### config.mk
export PLATFORM = sky130hd
export DESIGN_NAME = zephyr_loader
export DESIGN_NICKNAME = d
export VERILOG_FILES = /design/src/rtl/zephyr_loader.sv
export SDC_FILE = /design/constraint.sdc
export NUM_CORES = 1
export LEC_CHECK = 0
export BUFFER_PORTS_ARGS = -buffer_cell sky130_fd_sc_hd__buf_2
export CAP_MARGIN = 10
export CELL_PAD_IN_SITES_DETAIL_PLACEMENT = 1
export CELL_PAD_IN_SITES_GLOBAL_PLACEMENT = 2
export CORE_AREA = 2 2 82 84
export CTS_CLUSTER_DIAMETER = 60
export DETAILED_ROUTE_END_ITERATION = 8
export DIE_AREA = 0 0 84 86
export GPL_ROUTABILITY_DRIVEN = 0
export MAX_ROUTING_LAYER = met4
export PLACE_DENSITY = 0.78
export SLEW_MARGIN = 20
export SYNTH_ARGS = -nofsm -noshare
export SYNTH_HDL_FRONTEND = slang
export SYNTH_SLANG_ARGS = --single-unit
### constraint.sdc
create_clock -name clk_i -period 3.2 [get_ports clk_i]
set_clock_uncertainty 0.1 [all_clocks]
set_input_delay 0.64 -clock clk_i [delete_from_list [all_inputs] [get_ports clk_i]]
set_output_delay 0.64 -clock clk_i [all_outputs]
set_load 0.005 [all_outputs]
### src/rtl/zephyr_loader.sv
// Program loader for the zephyr CPU: clears the 16-word RAM, streams an image into it,
// verifies a trailing checksum and only then releases the CPU from reset.
module zephyr_loader #(
  parameter int DATA_WIDTH = 8,
  parameter int ADDR_WIDTH = 4,
  parameter int DEPTH      = 16
) (
  input  logic                  clk_i,
  input  logic                  reset_n_i,
  input  logic                  start_i,
  input  logic [ADDR_WIDTH:0]   load_len_i,
  input  logic                  in_valid_i,
  input  logic [DATA_WIDTH-1:0] in_data_i,
  output logic                  in_ready_o,
  output logic                  ram_we_o,
  output logic [ADDR_WIDTH-1:0] ram_addr_o,
  output logic [DATA_WIDTH-1:0] ram_wdata_o,
  output logic                  cpu_reset_o,
  output logic                  done_o,
  output logic                  err_o
);

  localparam int CW = ADDR_WIDTH + 1;
  localparam logic [CW-1:0]         DEPTH_C   = CW'(DEPTH);
  localparam logic [ADDR_WIDTH-1:0] LAST_ADDR = ADDR_WIDTH'(DEPTH - 1);

  typedef enum logic [2:0] {
    S_IDLE,
    S_CLEAR,
    S_LOAD,
    S_CHECK,
    S_RUN,
    S_ERROR
  } state_e;

  state_e                state_q, state_d;
  logic [CW-1:0]         len_q, len_d;
  logic [CW-1:0]         count_q, count_d;
  logic [DATA_WIDTH-1:0] sum_q, sum_d;
  logic                  in_ready_q, in_ready_d;
  logic                  ram_we_q, ram_we_d;
  logic [ADDR_WIDTH-1:0] ram_addr_q, ram_addr_d;
  logic [DATA_WIDTH-1:0] ram_wdata_q, ram_wdata_d;
  logic                  cpu_reset_q, cpu_reset_d;
  logic                  done_q, done_d;
  logic                  err_q, err_d;

  logic                  accept;
  logic                  len_ok;
  logic [DATA_WIDTH-1:0] data_sum;
  logic [CW-1:0]         count_inc;

  assign accept    = in_valid_i & in_ready_q;
  assign len_ok    = (load_len_i != '0) && (load_len_i <= DEPTH_C);
  assign data_sum  = sum_q + in_data_i;
  assign count_inc = count_q + CW'(1);

  always_ff @(posedge clk_i or negedge reset_n_i) begin
    if (!reset_n_i) begin
      state_q     <= S_IDLE;
      len_q       <= '0;
      count_q     <= '0;
      sum_q       <= '0;
      in_ready_q  <= 1'b0;
      ram_we_q    <= 1'b0;
      ram_addr_q  <= '0;
      ram_wdata_q <= '0;
      cpu_reset_q <= 1'b1;
      done_q      <= 1'b0;
      err_q       <= 1'b0;
    end else begin
      state_q     <= state_d;
      len_q       <= len_d;
      count_q     <= count_d;
      sum_q       <= sum_d;
      in_ready_q  <= in_ready_d;
      ram_we_q    <= ram_we_d;
      ram_addr_q  <= ram_addr_d;
      ram_wdata_q <= ram_wdata_d;
      cpu_reset_q <= cpu_reset_d;
      done_q      <= done_d;
      err_q       <= err_d;
    end
  end

  // Every output register is loaded with the value for the state being entered,
  // so outputs line up with state_q instead of lagging it by a cycle.
  always_comb begin
    state_d     = state_q;
    len_d       = len_q;
    count_d     = count_q;
    sum_d       = sum_q;
    in_ready_d  = in_ready_q;
    ram_we_d    = 1'b0;
    ram_addr_d  = ram_addr_q;
    ram_wdata_d = ram_wdata_q;
    cpu_reset_d = cpu_reset_q;
    done_d      = done_q;
    err_d       = err_q;

    case (state_q)
      S_IDLE, S_RUN, S_ERROR: begin
        if (start_i) begin
          len_d       = load_len_i;
          in_ready_d  = 1'b0;
          cpu_reset_d = 1'b1;
          done_d      = 1'b0;
          if (len_ok) begin
            state_d     = S_CLEAR;
            err_d       = 1'b0;
            count_d     = '0;
            sum_d       = '0;
            ram_we_d    = 1'b1;
            ram_addr_d  = '0;
            ram_wdata_d = '0;
          end else begin
            state_d = S_ERROR;
            err_d   = 1'b1;
          end
        end
      end

      S_CLEAR: begin
        if (ram_addr_q == LAST_ADDR) begin
          state_d    = S_LOAD;
          in_ready_d = 1'b1;
        end else begin
          ram_we_d    = 1'b1;
          ram_addr_d  = ram_addr_q + ADDR_WIDTH'(1);
          ram_wdata_d = '0;
        end
      end

      S_LOAD: begin
        if (accept) begin
          ram_we_d    = 1'b1;
          ram_addr_d  = count_q[ADDR_WIDTH-1:0];
          ram_wdata_d = in_data_i;
          sum_d       = data_sum;
          count_d     = count_inc;
          if (count_inc == len_q) begin
            state_d = S_CHECK;
          end
        end
      end

      S_CHECK: begin
        if (accept) begin
          in_ready_d = 1'b0;
          if (data_sum == '0) begin
            state_d     = S_RUN;
            cpu_reset_d = 1'b0;
            done_d      = 1'b1;
          end else begin
            state_d = S_ERROR;
            err_d   = 1'b1;
          end
        end
      end

      default: begin
        state_d = S_IDLE;
      end
    endcase
  end

  assign in_ready_o  = in_ready_q;
  assign ram_we_o    = ram_we_q;
  assign ram_addr_o  = ram_addr_q;
  assign ram_wdata_o = ram_wdata_q;
  assign cpu_reset_o = cpu_reset_q;
  assign done_o      = done_q;
  assign err_o       = err_q;

endmodule

# --- Word level (Yosys, flattened, before mapping) ---
# Index checks and enable logic that the tools add are counted.
# Widths: inputs -> output; s select.
totals:
  regBits: 38
  in_bits: 17
  out_inout_bits: 17
  word_cells: 93
classes:
  addsub: 3
  n_lt_le_gt_ge: 1
  n_eq_ne: 16
  n_mux: 45
  bitwise: 1
  reduce_logical: 16
op_table:
  columns: ["op", "n"]
  rows:
  - ["$mux 8", 5]
  - ["$pmux 8 s3", 1]
  - ["$mux 3", 6]
  - ["$ne 2x2->1 const B", 9]
  - ["$mux 1", 17]
  - ["$mux 4", 4]
  - ["$pmux 8 s2", 1]
  - ["$reduce_and 4->1", 4]
  - ["$mux 5", 3]
  - ["$pmux 3 s4", 1]
  - ["$pmux 4 s3", 1]
  - ["$pmux 5 s2", 1]
  - ["$reduce_and 5->1", 2]
  - ["$add 8x8->8", 1]
  - ["$logic_not 8->1", 1]
  - ["$eq 3x2->1 const B", 2]
  - ["$eq 3x3->1 const B", 2]
  - ["$pmux 1 s2", 3]
  - ["$pmux 1 s3", 2]
  - ["$reduce_bool 3->1", 2]
  - ["$add 5x1->5 const B", 1]
  - ["$eq 5x5->1", 1]
  - ["$le 5x5->1 const B", 1]
  - ["$reduce_bool 5->1", 1]
  - ["9 further kinds", 10]

# --- Depth between registers and ports, before layout ---
depth:
  depth_word: 5
  depth_mapped: 8
  ltp_nobuf: 7

# --- Worst setup path after synthesis ---
# Ideal clock, no wire load.
synth_path:
  path_type: "input -> register"
  from: "input port in_data_i[0]"
  to: "register state_q[0]"
  setup_ps: 151
  arrival_time_ps: 2340
  required_time_ps: 2949
  slack_ps: 609
  cell_stages: 7
  path_buffers: 0
  path_cell_list: "ha_1 fa_1 a211o_1 a21oi_1 o221ai_1 nor4b_2 a41oi_1"
synth_between:
  elab_chain_len: 5
synth_rtl:
  columns: ["item", "line", "text"]
  rows:
  - ["start: declaration", "13", "input logic [DATA_WIDTH-1:0] in_data_i,"]
  - ["$add 8x8->8", "55", "assign data_sum = sum_q + in_data_i;"]
  - ["$logic_not 8->1", "150", "if (data_sum == '0) begin"]
  - ["$mux 1", "150", null]
  - ["$mux 3", "148", "if (accept) begin"]
  - ["$pmux 3 s4", "101", "case (state_q)"]
  - ["end signal: assignment", "72", "state_q <= state_d;"]
  - ["end: declaration", "36", "state_e state_q, state_d;"]
# Every way passes these cells. The select of a mux whose other input is x is not followed.
# A chain may end at the register's enable or synchronous reset.

# --- Worst setup path in the final report ---
# Ends and elaborated chain as after synthesis.

==> flow_summary.json <==
{
  "antenna_cells": 0,
  "crit_fanout": 4,
  "ys_seq_area_share_pct": 43.3,
  "required_ns": 3.25,
  "synth_area_sq_mm": 0.00220,
  "ir_drop_mv": 0.308,
  "finalMaxSlewViolations": 0,
  "ant_nets": 0,
  "core-area_sq_mm": 0.00628,
  "syn2layout_area_growth_pct": 16.7,
  "grt_pass1_wl_mm": 9.45,
  "ios": 34,
  "setup_viol": 0,
  "crit_path_start_kind": "primary input",
  "startpoint": "in_data_i[0]",
  "grt_usage_pct": 17.0,
  "grt_pass1_vias": 1792,
  "clkLatencyLatePin_ns": 0.29,
  "r2r-start": "sum_q[0]",
  "dr_total_vias": 1790,
  "multi_input_area_sq_mm": 0.00118,
  "first_pass_iters": 4,
  "synthCells": 208,
  "rsz0062_at_grt": "false",
  "r2r_slack_ns": 0.62,
  "drt_iter0_drc": 70,
  "critPathKind": "primary input to flop",
  "antenna_found_initial": 0,
  "timing.final.hold_violations": 0,
  "post_cts_buffers": 0,
  "reg2reg_depth": 7,
  "worstReg2RegEnd": "state_q[0]",
  "layout_commonest_cell": "dfrtp_1",
  "dpl-instance-area_sq_mm": 0.00243,
  "regArea_sq_um": 952,
  "period_needed_ns": 2.63,
  "powerDensity_mw_per_mm2": 832,
  "fill_cells": 729,
  "cts-root-buf": "clkbuf_8",
  "fp.dieW_microns": 84,
  "ys.flop_type": "dfrtp_1",
  "num_rows": 29,
  "syn_nets": 235,
  "cts_inserted_buffers": 5,
  "post-route-util_pct": 40.9,
  "viasPerCell": 5.56,
  "cap_violations": 0,
  "min_period_over_period_pct": 82.3,
  "cts_tree": "built",
  "ys_seq_elements": 38,
  "htreeDepth": 2,
  "fmax_mhz": 380,
  "clock-sinks": 38,
  "timing.setup.tns_ns": 0,
  "min_path_type": "primary input to async pin",
  "hold_buffers": 0,
  "dieHeight_microns": 86,
  "grt_max_degree": 39,
  "design_area_sq_mm": 0.00257,
  "drive_above_1_share_pct": 24.9,
  "fp.dieArea_sq_mm": 0.00722,
  "post-dp-hpwl_mm": 4.14,
  "post_drt_wl_per_cell_microns": 17.9,
  "yosys_warnings": 0,
  "io_buffers": 33,
  "drc": 0,
  "slew_headroom_pct": 42.1,
  "clockBufferDepth": 2,
  "synth_edf_count": 0,
  "final_cell_mix": "dfrtp_1 (37), buf_2 (33), a22o_1 (17)",
  "avgSynthCellArea_sq_um": 10.6,
  "initial_core_util_pct": 35.1,
  "wirelength_mm": 5.75,
  "worst_pin_slew_ns": 0.869,
  "endpoint_kind": "flop",
  "synth.distinct_cells": 56,
  "path_clk_slew_ns": 0.09,
  "status": "finished clean",
  "p_leak_nw": 1.20,
  "nets": 271,
  "async_reset_ff_share_pct": 100,
  "grt-ovfl-total": 0,
  "worstPathArrival_ns": 2.68,
  "post_cts_resized": 0
}
[cells in the mapped netlist (all sizes together), types with 4 or more instances]
cell,number,share of area (%)
nor2,13,2.2
buf,6,2.3
a22o,17,6.8
xnor2,7,3.1
a31oi,6,1.7
inv,4,0.68
a21oi,9,2.2
nand2,13,2.2
nor3,8,1.8
nand3,6,1.4
nor2b,5,1.4
ha,9,5.1
nor3b,4,1.9
o21ai,13,3.0
mux2,7,3.6
dfrtp,37,42
[per-layer routing]
metal,track usage [%],share of wire (%),vias up,wire length (microns)
met5,-,0,-,0
met4,3.96,1.0,0,58
met3,2.69,2.0,5,117
met2,26.0,46,21,2630
met1,23.8,51,900,2940
li1,-,-,864,-
[critical path: stages]
cell	delay (ns)
buf_2	0.11
ha_1	0.22
fa_1	0.41
a211o_1	0.30
a21oi_1	0.20
o221ai_1	0.17
nor4b_2	0.45
a41oi_1	0.18
[final cells by class]
class,count,share of cell area (%)
sequential,38,37.1
clock inverter,3,2.68
inverter,4,0.585
timing repair buffer,36,7.31
multi-input combinational,159,45.9
tap,77,3.75
clock buffer,5,2.68
[flip-flops by register name, indices dropped and copies added, names as in the netlist]
signal / flops
ram_we_o: 1
count_q: 5
done_o: 1
in_ready_o: 1
len_q: 5
ram_wdata_o: 8
err_o: 1
cpu_reset_o: 1
state_q: 3
ram_addr_o: 4
sum_q: 8
[stage by stage]
| stage | worst slack, ns | hold WS, ns | power (mW) | cells |
|---|---|---|---|---|
| final | 0.566 | 0.352 | 2.14 | 322 |
| after global routing | 0.450 | 0.411 | 2.31 | 322 |
| after CTS | 0.567 | 0.395 | 2.16 | 322 |
| after detailed placement | 0.229 | 0.376 | 1.65 | 314 |
| after global placement | 0.359 | 0.363 | 1.63 | 314 |
| after floorplan | 0.609 | 0.244 | 1.40 | 208 |
[cells by family after synthesis]
| family | synth area share, % |
|---|---|
| AO/OA/AOI/OAI | 23.7 |
| AND/OR/NAND/NOR | 16.0 |
| flip-flops | 43.3 |
| buffers and inverters | 3.18 |
| XOR/XNOR | 4.32 |
| adder cells (fa/ha/maj) | 6.03 |
| multiplexers | 3.58 |
[worst max path at each step]
stage / cells past startpoint / slack, ns / endpoint
floorplan: 7 / 0.61 / state_q[0]
detailed placement: 8 / 0.23 / state_q[0]
CTS: 8 / 0.57 / state_q[0]
global placement: 8 / 0.36 / state_q[0]
global route: 5 / 0.45 / ram_addr_o[1]
finish: 8 / 0.57 / state_q[0]
[power by group]
group	internal, mW	switching, mW
combinational	0.399	0.471
clock	0.313	0.186
sequential	0.613	0.154
Power figures use the tool's default switching activity.
